[src/rtl/bus6502_pkg.sv]
// Shared types and defaults for the 6502-style bus writer and its request queue.
package bus6502_pkg;

  typedef struct packed {
    logic [15:0] addr;
    logic [7:0]  data;
  } bus_wr_req_t;

  localparam logic [15:0] BUS_IDLE_ADDR_DEFAULT = 16'hFFFC;

  typedef enum logic {
    STOPPED = 1'b0,
    RUN     = 1'b1
  } bus_state_t;

endpackage

[src/rtl/bus6502_req_fifo.sv]
// Synchronous request queue; pointers carry one wrap bit so full/empty come from an MSB compare.
module bus6502_req_fifo
  import bus6502_pkg::*;
#(
  parameter int DEPTH = 4
) (
  input  logic        clk_i,
  input  logic        rst_i,
  input  logic        push_i,
  input  bus_wr_req_t push_req_i,
  input  logic        pop_i,
  output bus_wr_req_t pop_req_o,
  output logic        full_o,
  output logic        empty_o
);

  localparam int AW = $clog2(DEPTH);

  logic [AW:0] wr_ptr_q, wr_ptr_d;
  logic [AW:0] rd_ptr_q, rd_ptr_d;
  bus_wr_req_t mem_q [DEPTH];
  logic        do_push, do_pop;

  assign empty_o = (wr_ptr_q == rd_ptr_q);
  assign full_o  = (wr_ptr_q[AW] != rd_ptr_q[AW]) &&
                   (wr_ptr_q[AW-1:0] == rd_ptr_q[AW-1:0]);

  assign do_push   = push_i && !full_o;
  assign do_pop    = pop_i && !empty_o;
  assign pop_req_o = mem_q[rd_ptr_q[AW-1:0]];

  always_comb begin
    wr_ptr_d = wr_ptr_q;
    rd_ptr_d = rd_ptr_q;
    if (do_push) wr_ptr_d = wr_ptr_q + 1'b1;
    if (do_pop)  rd_ptr_d = rd_ptr_q + 1'b1;
  end

  always_ff @(posedge clk_i) begin
    if (rst_i) begin
      wr_ptr_q <= '0;
      rd_ptr_q <= '0;
    end else begin
      wr_ptr_q <= wr_ptr_d;
      rd_ptr_q <= rd_ptr_d;
      if (do_push) mem_q[wr_ptr_q[AW-1:0]] <= push_req_i;
    end
  end

endmodule

[src/rtl/bus6502_writer.sv]
// Bus initiator producing Phi2/RW_n/address/data write cycles from a request queue, idle reads otherwise.
// States: STOPPED | Phi2 low, cnt held 0, outputs frozen;  RUN | bus cycles running, stop only at cnt==0
module bus6502_writer
  import bus6502_pkg::*;
#(
  parameter int          PHI_DIV    = 4,
  parameter int          FIFO_DEPTH = 4,
  parameter logic [15:0] IDLE_ADDR  = BUS_IDLE_ADDR_DEFAULT
) (
  input  logic        Clk_i,
  input  logic        Reset_i,
  input  logic        Enable_i,
  input  logic        ReqValid_i,
  output logic        ReqReady_o,
  input  logic [15:0] ReqAddr_i,
  input  logic [7:0]  ReqData_i,
  output logic        Phi2_o,
  output logic        RW_n_o,
  output logic [15:0] AddrPhys_o,
  output logic [7:0]  DataIn_o,
  output logic        Busy_o,
  output logic [15:0] WriteCount_o
);

  localparam int             CW       = $clog2(2 * PHI_DIV);
  localparam logic [CW-1:0]  CNT_LAST = CW'(2 * PHI_DIV - 1);
  localparam logic [CW-1:0]  CNT_HIGH = CW'(PHI_DIV);

  bus_state_t    state_q, state_d;
  logic [CW-1:0] cnt_q, cnt_d;
  logic          phi2_q, phi2_d;
  logic          rw_n_q, rw_n_d;
  logic [15:0]   addr_q, addr_d;
  logic [7:0]    data_q, data_d;
  logic [15:0]   wcount_q, wcount_d;

  logic          load, wrap;
  logic          fifo_full, fifo_empty, fifo_push, fifo_pop;
  bus_wr_req_t   fifo_head, fifo_in;

  assign ReqReady_o = !fifo_full && !Reset_i;
  assign fifo_push  = ReqValid_i && ReqReady_o;
  assign fifo_in    = '{addr: ReqAddr_i, data: ReqData_i};
  assign fifo_pop   = load && !fifo_empty;

  bus6502_req_fifo #(.DEPTH(FIFO_DEPTH)) u_fifo (
    .clk_i      (Clk_i),
    .rst_i      (Reset_i),
    .push_i     (fifo_push),
    .push_req_i (fifo_in),
    .pop_i      (fifo_pop),
    .pop_req_o  (fifo_head),
    .full_o     (fifo_full),
    .empty_o    (fifo_empty)
  );

  always_comb begin
    state_d = state_q;
    cnt_d   = cnt_q;
    load    = 1'b0;
    wrap    = 1'b0;
    case (state_q)
      STOPPED: begin
        if (Enable_i) begin
          state_d = RUN;
          cnt_d   = CW'(1);
          load    = 1'b1;
        end
      end
      RUN: begin
        // Enable is only honoured at the cycle boundary so Phi2 pulses are never clipped.
        if (cnt_q == '0 && !Enable_i) begin
          state_d = STOPPED;
        end else begin
          wrap  = (cnt_q == CNT_LAST);
          load  = (cnt_q == '0);
          cnt_d = wrap ? '0 : cnt_q + CW'(1);
        end
      end
      default: state_d = STOPPED;
    endcase

    phi2_d = (state_d == RUN) && (cnt_d >= CNT_HIGH);

    rw_n_d = rw_n_q;
    addr_d = addr_q;
    data_d = data_q;
    if (load) begin
      if (!fifo_empty) begin
        rw_n_d = 1'b0;
        addr_d = fifo_head.addr;
        data_d = fifo_head.data;
      end else begin
        rw_n_d = 1'b1;
        addr_d = IDLE_ADDR;
        data_d = 8'h00;
      end
    end

    wcount_d = wcount_q;
    if (wrap && !rw_n_q) wcount_d = wcount_q + 16'd1;
  end

  always_ff @(posedge Clk_i) begin
    if (Reset_i) begin
      state_q  <= STOPPED;
      cnt_q    <= '0;
      phi2_q   <= 1'b0;
      rw_n_q   <= 1'b1;
      addr_q   <= IDLE_ADDR;
      data_q   <= 8'h00;
      wcount_q <= 16'd0;
    end else begin
      state_q  <= state_d;
      cnt_q    <= cnt_d;
      phi2_q   <= phi2_d;
      rw_n_q   <= rw_n_d;
      addr_q   <= addr_d;
      data_q   <= data_d;
      wcount_q <= wcount_d;
    end
  end

  assign Phi2_o       = phi2_q;
  assign RW_n_o       = rw_n_q;
  assign AddrPhys_o   = addr_q;
  assign DataIn_o     = data_q;
  assign WriteCount_o = wcount_q;
  assign Busy_o       = !fifo_empty || (!rw_n_q && state_q == RUN);

endmodule
[config.mk]
export PLATFORM = sky130hd
export DESIGN_NAME = bus6502_writer
export DESIGN_NICKNAME = d
export VERILOG_FILES = /design/src/rtl/bus6502_pkg.sv /design/src/rtl/bus6502_req_fifo.sv /design/src/rtl/bus6502_writer.sv
export SDC_FILE = /design/constraint.sdc
export NUM_CORES = 1
export LEC_CHECK = 0
export ABC_AREA = 1
export BUFFER_PORTS_ARGS = -buffer_cell sky130_fd_sc_hd__buf_2
export CORE_MARGIN = 5
export CORE_UTILIZATION = 45
export CTS_CLUSTER_SIZE = 30
export DETAILED_ROUTE_END_ITERATION = 10
export GPL_ROUTABILITY_DRIVEN = 0
export PLACE_DENSITY = 0.67
export SLEW_MARGIN = 25
export SYNTH_ARGS = -nofsm -noshare
export SYNTH_HDL_FRONTEND = slang
export SYNTH_HIERARCHICAL = 1
export SYNTH_SLANG_ARGS = --single-unit
export TNS_END_PERCENT = 20
[constraint.sdc]
create_clock -name Clk_i -period 3 [get_ports Clk_i]
set_clock_uncertainty 0.1 [all_clocks]
set_input_delay 0.15 -clock Clk_i [delete_from_list [all_inputs] [get_ports Clk_i]]
set_output_delay 0.15 -clock Clk_i [all_outputs]
set_load 0.02 [all_outputs]
# After elaboration in Yosys (flattened, before gate mapping)
# Memory sizes are Yosys's and may differ from the RTL's. A register that Yosys moved wholly into a read port is not among the register bits.
# Index checks and enable logic that the tools add are counted.
[word_totals]
in_bits = 28
reg_bits = 52
ramBits = 96
elab_cells = 56
n_memories = 1
output_inout_bits = 44
[memory_table]
columns = ["memory", "words", "width", "rd", "rd_ports_with_merged_regs", "write_ports", "line_no", "text"]
rows = [
  ["u_fifo.mem_q", 4, 24, 1, 1, 1, "bus6502_req_fifo.sv:21", "bus_wr_req_t mem_q [DEPTH];"],
]
[op_classes]
reduce_logical = 17
bitwise = 1
order_cmp = 1
add_sub_neg = 4
n_mux = 19
n_eq_ne = 4
[op_table]
columns = ["operator", "count"]
rows = [
  ["$add 16x1->16 const B", 1],
  ["$mux 16", 1],
  ["$logic_and 1x1->1", 10],
  ["$add 3x1->3 const B", 3],
  ["$mux 1", 9],
  ["$mux 3", 3],
  ["$mux 8", 1],
  ["$pmux 3 s2", 1],
  ["$logic_not 1->1", 5],
  ["$mux 2", 2],
  ["$pmux 1 s2", 2],
  ["$eq 3x3->1", 1],
  ["$eq 3x3->1 const B", 1],
  ["$ge 3x3->1 const B", 1],
  ["$logic_not 3->1", 1],
  ["$eq 2x2->1", 1],
  ["$logic_or 1x1->1", 1],
  ["$ne 1x1->1", 1],
  ["$not 1->1", 1],
]

# Logic depth before layout (Yosys ltp)
[depth]
ltp_word = 9
mapped_depth = 14
ltp_nobuf = 13

# By module
# Netlist, hierarchy kept.
[modules_own_cells]
columns = ["module", "cells_per_inst", "n_inst", "seq_area_each_um2", "area_each_um2"]
rows = [
  ["bus6502_req_fifo", 307, 1, 3042.9, 4071.4],
  ["bus6502_writer", 287, 1, 920.9, 2118.3],
]

# Least setup slack after synthesis
# No wires, ideal clock.
[synth_path]
kind = "register -> register"
start = "register u_fifo.wr_ptr_q[0]"
end = "memory u_fifo/mem_q[0][0] in the netlist's numbering (enable)"
stages_incl_launch_ff = 9
path_slack_ns = 0.015
path_buffers = 0
setup_time_ns = 0.405
arrival_time_ns = 2.480
period_less_slack_ns = 2.985
required_time_ns = 2.495
path_cell_list = "dfxtp_1 inv_1 nand2_1 nand2_2 nand3_4 inv_2 nor3b_1 nand3_2 nor2_1"
[synth_via]
elab_chain_cells = 9
[synth_lines]
columns = ["element", "line_no", "text"]
rows = [
  ["start: declaration", "bus6502_req_fifo.sv:19", "logic [AW:0] wr_ptr_q, wr_ptr_d;"],
  ["start signal: assignment", "bus6502_req_fifo.sv:44", "wr_ptr_q <= wr_ptr_d;"],
  ["$eq 2x2->1", "bus6502_req_fifo.sv:26", "(wr_ptr_q[AW-1:0] == rd_ptr_q[AW-1:0]);"],
  ["$logic_and 1x1->1", "bus6502_req_fifo.sv:25", "assign full_o = (wr_ptr_q[AW] != rd_ptr_q[AW]) &&"],
  ["via fifo_full", "bus6502_writer.sv:38", "logic fifo_full, fifo_empty, fifo_push, fifo_pop;"],
  ["$logic_not 1->1", "bus6502_writer.sv:41", "assign ReqReady_o = !fifo_full && !Reset_i;"],
  ["$logic_and 1x1->1", "bus6502_writer.sv:41", ""],
  ["$logic_and 1x1->1", "bus6502_writer.sv:42", "assign fifo_push = ReqValid_i && ReqReady_o;"],
  ["via fifo_push", "bus6502_writer.sv:38", ""],
  ["$logic_and 1x1->1", "bus6502_req_fifo.sv:28", "assign do_push = push_i && !full_o;"],
  ["$mux 1", "bus6502_req_fifo.sv:46", "if (do_push) mem_q[wr_ptr_q[AW-1:0]] <= push_req_i;"],
  ["$mux 1", "bus6502_req_fifo.sv:40", "if (rst_i) begin"],
  ["$mux 1 (not written as such)", "bus6502_req_fifo.sv:46", ""],
  ["end: declaration", "bus6502_req_fifo.sv:21", ""],
]
# The timed path passes the listed nets, and every way through them passes these cells.

# Worst setup path after layout
[layout_path]
start = "register u_fifo.wr_ptr_q[0]"
end = "memory u_fifo/mem_q[3][2] in the netlist's numbering (enable)"
# Same word-level chain as after synthesis.

==> impl_metrics.csv <==
group,metric,value,unit
placement,numPortBuffers,71,
run_status,status,"completed",
routing,drtAntennaViolNets,0,
floorplan,die_h,127,um
routing,wl_per_cell,15.1,um
sta,slew_viol_final,0,
sta,setup_ws,480,ps
routing,detail_route.wirelength,13300,um
critical_path,r2r-end,"u_fifo/mem_q[3][2]$_DFFE_PP_",
sta,fmax,0.397,GHz
floorplan,die-area,0.0162,mm^2
global_route,grt_max_degree,49,
finish,layout-drive-gt1-share,21.6,%
critical_path,critPathLaunch,"u_fifo/wr_ptr_q[0]$_SDFFE_PP0P_",
cts,numCtsBuffers,17,
finish,nFillCells,1165,
global_route,grt_overflow_total,0,
power,p_total,5.16,mW
synthesis,synth.lib_cells_used.distinct,35,
critical_path,endpoint,"u_fifo/mem_q[3][2]$_DFFE_PP_",
routing,drc,0,
synthesis,ys_ff_latch,150,
sta,hold_viol_final,0,
cts,htree_levels,4,
floorplan,coreArea,0.0133,mm^2
synthesis,synthCells,594,
critical_path,regToRegSetupSlack,480,ps
cts,clock_path_buffers,2,
job,maxCapViolCount,0,
routing,drtPass1Iterations,4,
synthesis,synthesis.nets,631,
power,peakVddDrop,0.395,mV
sta,setup_tns,0,ps
floorplan,start_util,46.4,%
synthesis,synth_area_leaders,"edfxtp_1, dfxtp_1, nor2_1",
finish,areaGrowthSynthToFinish,21.8,%
sta,tightest_slew,765,ps
routing,vias,4431,
cts,cts_sinks,150,
floorplan,io_pins,72,
synthesis,ys_seq_area_share,64.0,%
floorplan,placementRows,42,
synthesis,syn_avg_cell_area,10.4,um^2
synthesis,yosysWarnings,6,
power,swShare,24.7,%
global_route,grt_usage,17.1,%
finish,final_nets,729,
critical_path,critPathMaxFanout,24,
routing,viasPerCell,5.03,
sta,min_period_over_period,84.0,%
critical_path,cp.required,2980,ps
critical_path,arrival,2500,ps
sta,min_period,2520,ps
cts,clock_latency,420,ps
cts,cts_tree,"yes",
sta,slew_headroom,48.9,%
placement,pre_cts_ws,246,ps
critical_path,cp-end-kind,"register",
synthesis,synth_top_area_share,46.6,%
power,powerDensity,684,mW/mm^2
global_route,first_global_vias,4337,
critical_path,crit_type,"register to register",
critical_path,worstReg2RegStart,"u_fifo/wr_ptr_q[0]$_SDFFE_PP0P_",
power,p_leak,2.97,nW
global_route,grt_pass1_wl,21600,um
global_route,antenna_found_initial,0,
sta,rsz0062_at_grt,"no",
power,p_int,3.88,mW
critical_path,cp-start-kind,"register",
power,power_frac_seq,45.0,%
cts,cts_root_buffer,"clkbuf_16",
floorplan,die_x,127,um
power,pwr-share-clk,42.2,%
finish,diodes,0,
synthesis,netlist_area,0.00619,mm^2
power,combinationalPowerShare,12.8,%
synthesis,synth_top_cell_by_area,"edfxtp_1",
placement,hpwlAfterDp,8700,um
routing,drt_iter0_drc,251,
worst_hold_path,hold_class,"input pin to register",
power,p_sw,1.27,mW
sta,finalSetupViolCount,0,
critical_path,reg2reg_depth,9,
cts,clk_pin_slew_worst_paths,60,ps
-- worst min-delay path by stage --
stage | start | to | depth (start not counted)
6_report | Enable_i | cnt_q[1]$_SDFF_PP0_ | 4
5_1_grt | Enable_i | cnt_q[2]$_SDFF_PP0_ | 4
3_5_place_dp | ReqAddr_i[14] | u_fifo/mem_q[0][22]$_DFFE_PP_ | 1
2_1_floorplan | ReqData_i[0] | u_fifo/mem_q[0][0]$_DFFE_PP_ | 0
3_3_place_gp | ReqAddr_i[0] | u_fifo/mem_q[1][8]$_DFFE_PP_ | 1
4_1_cts | Enable_i | cnt_q[2]$_SDFF_PP0_ | 4
-- timing repair --
| item | 4_1_cts | 5_1_grt |
|---|---|---|
| resized for setup | 0 | 1 |
| hold endpoints to repair | 96 | 0 |
| setup buffers | 0 | 0 |
| setup endpoints to repair | 0 | 24 |
| hold buffers | 24 | 0 |
-- flip-flops by register name, indices dropped and copies added, names as in the netlist, 2 cells and up, named ones only --
| signal | count |
|---|---|
| u_fifo/mem_q | 96 |
| AddrPhys_o | 16 |
| WriteCount_o | 16 |
| DataIn_o | 8 |
| u_fifo/rd_ptr_q | 3 |
| u_fifo/wr_ptr_q | 3 |
| cnt_q | 2 |
-- power groups by stage --
| stage | registers (mW) | logic [mW] | clock network (mW) |
|---|---|---|---|
| after CTS | 2.32 | 0.662 | 2.22 |
| after floorplan | 2.40 | 0.418 | 0 |
| final | 2.32 | 0.660 | 2.18 |
| after global routing | 2.33 | 0.728 | 2.32 |
| after global placement | 2.36 | 0.620 | 0 |
| after detailed placement | 2.36 | 0.631 | 0 |
-- per-stage QoR --
| stage | hold WS (ps) | utilization (%) | std cells | area, um^2 |
|---|---|---|---|---|
| floorplan | 149 | - | 594 | 6190 |
| global placement | 266 | 50.1 | 825 | 6680 |
| detailed placement | 272 | 50.1 | 825 | 6680 |
| CTS | 21.6 | 56.4 | 881 | 7530 |
| global route | 82.3 | 56.5 | 881 | 7540 |
| finish | 47.2 | 56.5 | 881 | 7540 |
-- area by class of cell --
type | count | area, um^2 | area share [%]
clock inverters | 11 | 158 | 2.09
clock buffers | 21 | 450 | 5.98
well taps | 176 | 220 | 2.92
multi-input cells | 375 | 1920 | 25.5
inverters | 46 | 173 | 2.29
repair buffers | 102 | 648 | 8.60
flip-flops and latches | 150 | 3960 | 52.6
-- placed cells by master, fill, tap and decap left out, types with 2 or more instances in the layout --
cell type      netlist  final
a21oi_1             15     15
a21oi_2             10     10
buf_2                9     71
buf_4                4      7
bufinv_16            0      4
clkbuf_1             3      3
clkbuf_16            0     17
clkinv_1             1      2
clkinv_2             0      5
dfxtp_1             54     54
dlygate4sd3_1        0     24
edfxtp_1            96     96
ha_1                 9      9
inv_1               39     39
inv_2                6      6
nand2_1             66     66
nand2_2             12     12
nand2_4              3      3
nand3_1             35     35
nand3_2              3      3
nand3_4              2      2
nor2_1             117    114
nor2_2               1      4
nor2_4               3      3
o21ai_0             56     56
o21ai_1             11     11
o22ai_1             24     24
-- cell usage after synthesis, drive strengths merged --
master	number
nand3	40
nor3b	1
buf	19
nor3	2
a21oi	25
inv	45
o21ai	67
a31oi	1
o21bai	1
nand2	81
nand4	1
clkbuf	4
or2	1
clkinv	1
o22ai	24
nor2	122
dfxtp	54
ha	9
edfxtp	96
-- kinds of logic (layout without fill, tap and decap cells) --
| kind of cell | Yosys count | in the layout | share of synthesized area [%] |
|---|---|---|---|
| buffers and inverters | 69 | 180 | 5.17 |
| adder cells (fa/ha/maj) | 9 | 9 | 1.82 |
| AND/OR/NAND/NOR | 248 | 248 | 18.3 |
| flip-flops | 150 | 150 | 64.0 |
| AO/OA/AOI/OAI | 118 | 118 | 10.7 |
-- per-layer routing --
metal  vias up  global-route usage (%)  share of wire, %
met4         0                    5.80               1.0
li1       2221                       -                 -
met2       106                    29.4                51
met1      2095                    20.5                42
met5         -                       0                 0
met3         9                    5.09               5.7
-- worst max-delay path: stages, from the launching register on --
cell and delay (ps):
dfxtp_1 440, inv_1 130, nand2_1 110, nand2_2 90, nand3_4 120, inv_2 80, nor3b_2 390, nand2_1 180
nor3_4 180, buf_4 350
No activity file was read; power rests on OpenSTA's default activity.
